$ cat src/rtl/fifo_wr_ptr_ctrl.sv
// Write-domain pointer/flag controller of the async FIFO (clk_a side).
// Optional FIFO_WR_OVF_EN adds overflow pulse and saturating ovf_count outputs.
module fifo_wr_ptr_ctrl #(
   parameter int ADDR_W    = 8,
   parameter int PTR_W     = ADDR_W + 1,
   parameter int AF_THRESH = 4
) (
   input  logic              clk_a,
   input  logic              rst,
   input  logic              wr_req,
   input  logic [PTR_W-1:0]  rd_ptr_sync,
`ifdef FIFO_WR_OVF_EN
   output logic              overflow,
   output logic [7:0]        ovf_count,
`endif
   output logic [PTR_W-1:0]  wr_ptr,
   output logic              mem_we,
   output logic [ADDR_W-1:0] mem_waddr,
   output logic [PTR_W-1:0]  wr_count,
   output logic              almost_full,
   output logic              full
);

   localparam int DEPTH = 1 << ADDR_W;
   localparam logic [PTR_W-1:0] DEPTH_P  = PTR_W'(DEPTH);
   localparam logic [PTR_W-1:0] AF_LEVEL = PTR_W'(DEPTH - AF_THRESH);

   logic [PTR_W-1:0] wr_ptr_nxt;
   logic [PTR_W-1:0] cnt_nxt;
   logic [PTR_W-1:0] cnt_clamp;

   // A count above DEPTH only arises from a corrupt read pointer; treat it as full.
   always_comb begin
      mem_we     = wr_req & ~full & ~rst;
      mem_waddr  = wr_ptr[ADDR_W-1:0];
      wr_ptr_nxt = wr_ptr + {{(PTR_W-1){1'b0}}, mem_we};
      cnt_nxt    = wr_ptr_nxt - rd_ptr_sync;
      cnt_clamp  = (cnt_nxt > DEPTH_P) ? DEPTH_P : cnt_nxt;
   end

   always_ff @(posedge clk_a) begin
      if (rst) begin
         wr_ptr      <= '0;
         wr_count    <= '0;
         almost_full <= 1'b0;
         full        <= 1'b0;
      end else begin
         wr_ptr      <= wr_ptr_nxt;
         wr_count    <= cnt_clamp;
         almost_full <= (cnt_clamp >= AF_LEVEL);
         full        <= (cnt_clamp == DEPTH_P);
      end
   end

`ifdef FIFO_WR_OVF_EN
   always_ff @(posedge clk_a) begin
      if (rst) begin
         overflow  <= 1'b0;
         ovf_count <= '0;
      end else begin
         overflow <= wr_req & full;
         if (wr_req && full && ovf_count != 8'hFF)
            ovf_count <= ovf_count + 8'd1;
      end
   end
`endif

endmodule
$ cat config.mk
export PLATFORM = sky130hd
export DESIGN_NAME = fifo_wr_ptr_ctrl
export DESIGN_NICKNAME = d
export VERILOG_FILES = /design/src/rtl/fifo_wr_ptr_ctrl.sv
export SDC_FILE = /design/constraint.sdc
export NUM_CORES = 1
export LEC_CHECK = 0
export CAP_MARGIN = 25
export CORE_MARGIN = 4
export CORE_UTILIZATION = 39
export DETAILED_ROUTE_END_ITERATION = 16
export GPL_TIMING_DRIVEN = 0
export PLACE_DENSITY = 0.7
export REMOVE_ABC_BUFFERS = 1
export SLEW_MARGIN = 20
export SYNTH_ARGS = -nofsm -noshare
export SYNTH_HDL_FRONTEND = slang
export SYNTH_SLANG_ARGS = --single-unit
$ cat constraint.sdc
create_clock -name clk_a -period 4.1 [get_ports clk_a]
set_input_delay 0.615 -clock clk_a [delete_from_list [all_inputs] [get_ports clk_a]]
set_output_delay 0.615 -clock clk_a [all_outputs]
set_load 0.01 [all_outputs]
==> results.md, run 1 <==
Run status:
- The flow ran to the end, and the final reports show no timing, DRC or antenna violations.

Floorplan:
- The number of placement rows is 19.
- The region available for standard cell placement spans 2850 µm².
- The area enclosed by the die boundary is 4050 µm².
- 41 I/O pins were placed.
- The starting utilization of the core area is 42.3%.
- The die is 63.6 µm tall.
- The die width is 63.6 µm.

Yosys:
- The post-synthesis sequential area ratio is 33.2%.
- The count of yosys warnings during synthesis is 0.
- The number of instances in the synthesized netlist is 136.
- The number of library cell types mapped by synthesis is 33.
- The post-synthesis instance area is 1210 µm².
- The synthesized area per cell is 8.88 µm².
- Counting flops and latches in the post-synthesis netlist gives 20.
- In the post-synthesis netlist, the biggest area contributors are dfxtp_1, ha_1, xnor2_1.
- The top cell type by area accounts for 33.2% of the synthesized area.
- Of all cell types, the one taking the most synthesized area is dfxtp_1.

Final layout:
- The final standard cell area without fillers is 1600 µm².
- The layout has 266 filler cells.
- The net count of the finished layout is 195.
- The combined area of the multi-input logic cells is 681 µm².
- Compared with the post-synthesis result, the final layout area differs by 32.8%.
- The post-route netlist has 5.29% of its cells at a drive strength greater than 1.
- In the layout the commonest cells are clkdlybuf4s50_1, dfxtp_1, inv_1.
- The utilization after layout is 56.2%.
- The number of antenna diodes in the final layout is 0.
- The library cell used most frequently in the layout, excluding fill and tap cells, is clkdlybuf4s50_1.
- Registers take 400 µm².

GRT:
- The first global-routing pass estimated 4480 µm of wire.
- The layer flagged by global routing as most heavily used is met2.
- The met1 track demand over resource is 15.3%.
- Entering global routing, the biggest net connects 22 pins.
- For this run, global-route usage on met2 was measured as 24.4%.
- The via count of the first global-routing pass is 1042.
- The total overflow left after global routing is 0.
- In the global route stage, overall resource usage came out at 13.7%.
- Global routing consumed, on the met3 layer, 3.02% of the routing resources.
- The initial antenna violation count is 0.

Clock network:
- The clock insertion delay at the later pin of the skew report is 0.30 ns.
- TritonCTS built the clock tree.
- The buffer type at the clock tree root is clkbuf_4.
- The total number of H-tree levels is 1.
- The count of hold-fix buffers inserted at cts is 0.
- The clock transition time at the flip-flop clock pins of the worst setup and hold paths is 0.12 ns.
- In this run the deepest clock path goes through 2 buffers.
- TritonCTS created 3 clock buffers.
- The clock drives 20 sinks.

Route:
- The violation count after the first detailed-route iteration is 20.
- The DRC violations left is 0.
- After detailed routing, the average wire length per cell comes to 13.2 µm.
- The post-detailed-routing wire length is 2650 µm.
- The vias per cell is 5.17.
- The first TritonRoute pass finished after 4 iterations.
- Once detail routing completed, the nets flagged for antenna violations numbered 0.
- The via count is 1039.

STA:
- The tightest hold path in the finished design has a slack of 0.567 ns.
- Derived from the worst setup path, the maximum achievable clock frequency is 261 MHz.
- The final-report hold violation count is 0.
- The total of endpoints with negative setup slack in the final report is 0.
- The count of pins over their slew limit is 0.
- Setup repair after global routing left no endpoint under its margin.
- The final worst clock skew is 0.0105 ns.
- Headroom to the max-slew limit came out at 55.7%.
- The period utilization is 93.6%.
- The transition time at the pin with the least slew margin is 0.656 ns.
- Summed over all failing endpoints, the final setup total negative slack is 0 ns.
- Subtracting the final worst setup slack from the clock period gives 3.84 ns.

Critical path:
- The worst setup path is captured at a flop.
- The arrival time at the worst endpoint is 4.04 ns.
- STA classifies the critical path startpoint as a primary input.
- The startpoint-to-endpoint class of the critical path is primary input to flop.
- The critical path required time is 4.30 ns.
- The maximum fanout along the worst path is 5.

Placement:
- Once placement finished, the instance area stood at 1570 µm².
- Buffers placed on the I/O ports in this run total 40.
- The congestion estimate from routability-driven global placement came to 0.779.
- The half-perimeter wire length after placement is 2110 µm.

Min path:
- The min-delay analysis places its worst path in the category flop to flop.

Power:
- Summed over all cells, the static leakage comes to 0.669 nW.
- Across the VDD grid, the largest voltage drop is 0.106 mV.
- Power spread over the standard cell area amounts to 249 nW/µm².

Run:
- The number of max-cap violations is 0.
[what timing repair did]
| action | CTS | global route |
|---|---|---|
| gates resized for setup | 2 | 2 |
| endpoints found under the setup margin | 8 | 4 |
| pin swaps | 0 | 0 |
| buffers inserted | 0 | 0 |
[logic make-up (layout without fill, tap and decap cells)]
kind of cell / count (synthesis) / after routing / synth area share, %
fa+ha+maj: 12 / 12 / 13.1
simple gates: 43 / 43 / 19.6
flops: 20 / 20 / 33.2
buf+inv: 24 / 58 / 10.9
xor+xnor: 14 / 14 / 10.2
compound gates: 23 / 23 / 13.2
[Yosys cell counts]
cell type,n
dfxtp_1,20
inv_1,14
ha_1,11
nor2_1,11
buf_4,9
xnor2_1,9
a21oi_1,8
nor2b_1,7
nand3_1,5
xor2_1,5
a211oi_1,4
nand2_1,3
nand2b_1,3
nand4_1,3
nor3_1,3
nor3b_1,3
o21a_1,2
a211o_1,1
a21boi_0,1
a21oi_2,1
a221oi_1,1
a311o_1,1
and2_1,1
and3_1,1
and3_2,1
and4_1,1
buf_6,1
fa_1,1
o2111ai_1,1
o211ai_1,1
o21ai_0,1
o311ai_0,1
or4_4,1
[path summary, 6_finish.rpt]
path	startpoint	to	slack [ns]	cells after the start
max	wr_req	wr_count[2]$_SDFF_PP0_	0.26	13
min	wr_ptr[8]$_SDFF_PP0_	wr_ptr[8]$_SDFF_PP0_	0.57	2
max reg2reg	full$_SDFF_PP0_	wr_count[2]$_SDFF_PP0_	0.69	12
min reg2reg	wr_ptr[8]$_SDFF_PP0_	wr_ptr[8]$_SDFF_PP0_	0.57	2
[flip-flops by register name, summed over array words and instances, names as in the netlist]
register,flops
full,1
almost_full,1
wr_ptr,9
wr_count,9
[metrics by stage]
step           instances  total power, mW  worst slack (ns)
6_report             201            0.400             0.264
3_5_place_dp         197            0.292            -0.703
5_1_grt              201            0.420            0.0580
2_1_floorplan        126            0.252             0.367
3_3_place_gp         197            0.291            -0.665
4_1_cts              201            0.405            0.0891
[per-layer routing]
metal | wire, µm | vias to the layer above | part of all wire (%)
met5 | 0 | - | 0
met4 | 33 | 0 | 1.2
met3 | 105 | 4 | 4.0
met2 | 1300 | 29 | 49
met1 | 1200 | 480 | 46
li1 | - | 526 | -
[critical path, cell delays in order]
cell and delay [ns]:
clkdlybuf4s50_1 0.45, nor3b_2 0.22, ha_1 0.19, ha_1 0.23
nand3_1 0.11, xnor2_1 0.20, ha_1 0.31, a211o_1 0.30
a21oi_2 0.13, a21oi_1 0.09, a311o_1 0.36, or4_4 0.57
a211oi_1 0.26
[final cells by class]
cell class              instances  area share, %
clock buffers                   4           2.26
inverters                      14           3.28
multi-input cells              92           42.4
flip-flops and latches         20           25.0
well taps                      31           2.42
repair buffers                 40           24.6
[power breakdown]
| group | internal [mW] | switching [mW] |
|---|---|---|
| clock | 0.0541 | 0.0590 |
| sequential | 0.202 | 0.00278 |
| combinational | 0.0434 | 0.0390 |
| total | 0.299 | 0.101 |
Note: power is estimated with default switching activity, not from simulation.
==> run 2, diff against run 1 <==
Clock period 4.1 ns to 4.41 ns, I/O delays scaled along.
==> run 2 against run 1 <==
Effect of this change:
- die area is the same
- cell area is essentially flat
- sequential cell count is the same
- critical path depth unchanged
- critical endpoint unchanged
- largest power group unchanged
==> results.md, run 2 (synthesis results as in run 1) <==
Power:
- The part of the power in combinational logic came to 20.6% (about the same).
- The total leakage power was 0.668 nW (-0.16%).
- The worst voltage drop across the vdd grid is 0.0980 mV (-7.1%).
- The total power of the final layout is 0.371 mW (-7.2%).
- The sequential share of power is 51.2% (about the same).
- The total internal power came to 0.278 mW (-7.0%).
- The portion of total power attributed to the clock network was 28.2% (about the same).
- The power density over the cells is 232 nW/µm² (-7.1%).
- The switching power of the nets came to 0.0932 mW (-7.6%).
- The switching power as a share of total power is 25.1% (-0.10 points).

Final layout:
- The combined area of the multi-input logic cells came to 676 µm² (-0.74%).
- The number of antenna repair diodes is 0 (unchanged).
- In the layout the commonest cells are clkdlybuf4s50_1, dfxtp_1, inv_1.
- The filler cell count in the final layout is 267 (+0.38%).
- The utilization after layout is 56.2% (about the same).
- The final layout net count is 195 (unchanged).
- The area growth from synthesis to layout came to 32.7% (about the same).
- The final standard cell area without fillers came to 1600 µm² (about the same).
- The count of non-filler cells in the finished layout was 201 (unchanged).
- The largest registers in the layout are wr_count: 9 flops, wr_ptr: 9 flops.
- The commonest non-fill, non-tap cell in the layout is clkdlybuf4s50_1.
- The share of cells above drive strength 1 came to 4.12% (-1.2 points).
- The area of all sequential standard cells was 400 µm² (unchanged).

Critical path:
- The cell with the largest stage delay on the worst path is or4_4.
- The worst path buffer plus inverter count is 1 (unchanged).
- The critical path required time was 4.61 ns (+0.31 ns).
- The critical path is of the primary input to flop type.
- The number of cells on the worst reg-to-reg path is 12 (unchanged).
- The nature of the critical path startpoint is a primary input.
- The biggest cell delay along the critical path is 0.57 ns (about the same).
- The capturing element type of the critical path is a flop.
- The arrival time at the worst endpoint is 4.35 ns (+0.31 ns).
- The slack of the worst reg-to-reg path was 0.90 ns (+0.21 ns).
- The gate family responsible for the most delay along the worst path is compound AO/OA/AOI/OAI gates.
- The maximum fanout along the worst path came to 21 (+16).
- Counting stages on the worst path, the most repeated cell is ha_1.
- Traced cell by cell, the critical path runs through dlygate4sd2_1 > nor3b_1 > ha_1 > ha_1 > nand3_1 > xnor2_1 > ha_1 > a211o_1 > a21oi_2 > a21oi_1 > a311o_1 > or4_4 > a211oi_1.
- In this run the critical register-to-register path is captured at wr_count[2]$_SDFF_PP0_.
- The source of the worst register-to-register timing path is full$_SDFF_PP0_.

Route:
- The number of nets with antenna violations after routing is 0 (unchanged).
- The violation count after the first detailed-route iteration is 23 (+15%).
- The DRC violations left was 0 (unchanged).
- The post-detailed-routing wire length was 2630 µm (-0.57%).
- The via count came to 1042 (+0.29%).
- The vias per cell was 5.18 (+0.29%).
- The routed length per instance is 13.1 µm (-0.57%).
- The iteration count of the initial detailed-routing pass is 4 (unchanged).

GRT:
- The global routing met2 resource utilization is 24.1% (-0.26 points).
- The overall fraction of global-route tracks in use came to 13.6% (-0.074 points).
- The met1 track demand over resource came to 15.3% (unchanged).
- The initial antenna violation count was 0 (unchanged).
- The total overflow reported by the global router is 0 (unchanged).
- met2 is the most crowded layer.
- The global-route wire length before repair is 4450 µm (-0.63%).
- The via count of the first global-routing pass is 1039 (-0.29%).
- The met3 demand-to-capacity share in global routing was 3.02% (unchanged).
- The pin count of the biggest net entering global routing is 22 (unchanged).

Floorplan:
- The core box area was 2850 µm² (unchanged).
- The die width is 63.6 µm (unchanged).
- The vertical die dimension was 63.6 µm (unchanged).
- The top-level port count is 41 (unchanged).
- The number of placement rows is 19 (unchanged).
- The area enclosed by the die boundary is 4050 µm² (unchanged).
- The starting utilization of the core area is 42.3% (unchanged).

Run status:
- The flow ran to the end, and the final reports show no timing, DRC or antenna violations.

Clock network:
- The count of hold-fix buffers inserted at cts is 0 (unchanged).
- The clock insertion delay at the later pin of the skew report was 0.30 ns (about the same).
- The buffer depth of the longest clock path is 2 (unchanged).
- The CTS tree is done.
- The clock transition time at the flip-flop clock pins of the worst setup and hold paths is 0.12 ns (about the same).
- The number of buffers created by CTS came to 3 (unchanged).
- The clock net sink count came to 20 (unchanged).
- The buffer type at the clock tree root is clkbuf_4.
- The total number of H-tree levels is 1 (unchanged).

Placement:
- The half-perimeter wire length after placement is 2110 µm (unchanged).
- The pre-CTS setup slack is -0.440 ns (+0.264 ns).
- The number of input and output port buffers inserted was 40 (unchanged).
- The number of instances in the placed design came to 197 (unchanged).
- The global placement routability congestion is 0.779 (unchanged).
- The post-detailed-placement cell area was 1570 µm² (unchanged).

Min path:
- The worst hold path stage count is 2 (unchanged).
- The endpoint of the worst hold path is wr_ptr[8]$_SDFF_PP0_.
- The hold path startpoint is wr_ptr[8]$_SDFF_PP0_.
- The type of the most critical hold path is flop to flop.

STA:
- For the finished layout, the period the worst path requires is 4.15 ns.
- The final worst clock skew is 0.0100 ns (-0.000529 ns).
- Derived from the worst setup path, the maximum achievable clock frequency is 241 MHz.
- The final-report hold violation count is 0 (unchanged).
- Setup repair after global routing left no endpoint under its margin.
- The total of endpoints with negative setup slack in the final report was 0 (unchanged).
- The worst hold-check slack came to 0.567 ns (-0.0000800 ns).
- The count of pins over their slew limit is 0 (unchanged).
- The transition time at the pin with the least slew margin is 0.759 ns (+0.104 ns).
- Dividing the final minimum period by the clock period gives 94.1%.
- The minimum setup slack in the final design is 0.261 ns (-0.00299 ns).
- The max-slew headroom at the worst pin came to 49.4% (-6.4 points).
- The accumulated negative setup slack is 0 ns (unchanged).

Run:
- The number of max-cap violations came to 0 (unchanged).
run 2: cell types whose count changed in the layout (fill, tap and decap cells not counted), sizes merged:
| cell | before | now |
|---|---|---|
| clkbuf | 5 | 4 |
| dlygate4sd2 | 0 | 1 |
run 2: worst max-delay path by stage:
stage | cells past startpoint | from | endpoint | slack (ns)
after floorplan | 12 | wr_req | wr_count[1]$_SDFF_PP0_ | 0.63
after global placement | 13 | rst | wr_count[2]$_SDFF_PP0_ | -0.40
after detailed placement | 13 | rst | wr_count[2]$_SDFF_PP0_ | -0.44
after CTS | 13 | rst | wr_count[2]$_SDFF_PP0_ | 0.25
after global routing | 13 | rst | wr_count[0]$_SDFF_PP0_ | 0.002
final | 13 | rst | wr_count[2]$_SDFF_PP0_ | 0.26
run 2: power groups by stage:
stage / logic, mW / clock network, mW / registers, mW
2_1_floorplan: 0.0357 / 0 / 0.199
3_3_place_gp: 0.0762 / 0 / 0.194
3_5_place_dp: 0.0769 / 0 / 0.194
4_1_cts: 0.0772 / 0.108 / 0.190
5_1_grt: 0.0839 / 0.115 / 0.191
6_report: 0.0764 / 0.105 / 0.190
run 2: routing by layer:
layer	wire length, µm	vias to the layer above	share of wire (%)
met3	101	2	3.8
met1	1200	492	46
met2	1300	23	49
met4	28	0	1.1
met5	0	-	0
li1	-	525	-
run 2: repair_timing:
action                                  CTS  global route
setup buffers                             0             0
gates resized for setup                   1             0
endpoints found under the hold margin     0             0
endpoints found under the setup margin    4             0
run 2: layout make-up:
| cell class | count | share of cell area, % |
|---|---|---|
| Multi-Input combinational cell | 92 | 42.2 |
| Sequential cell | 20 | 25.0 |
| Timing Repair Buffer | 40 | 24.9 |
| Inverter | 14 | 3.28 |
| Tap cell | 31 | 2.42 |
| Clock buffer | 4 | 2.26 |
run 2: tightest hold or removal path: stages (launching register included):
cell and delay [ns]:
dfxtp_1 0.36, xor2_1 0.10, nor2_1 0.08
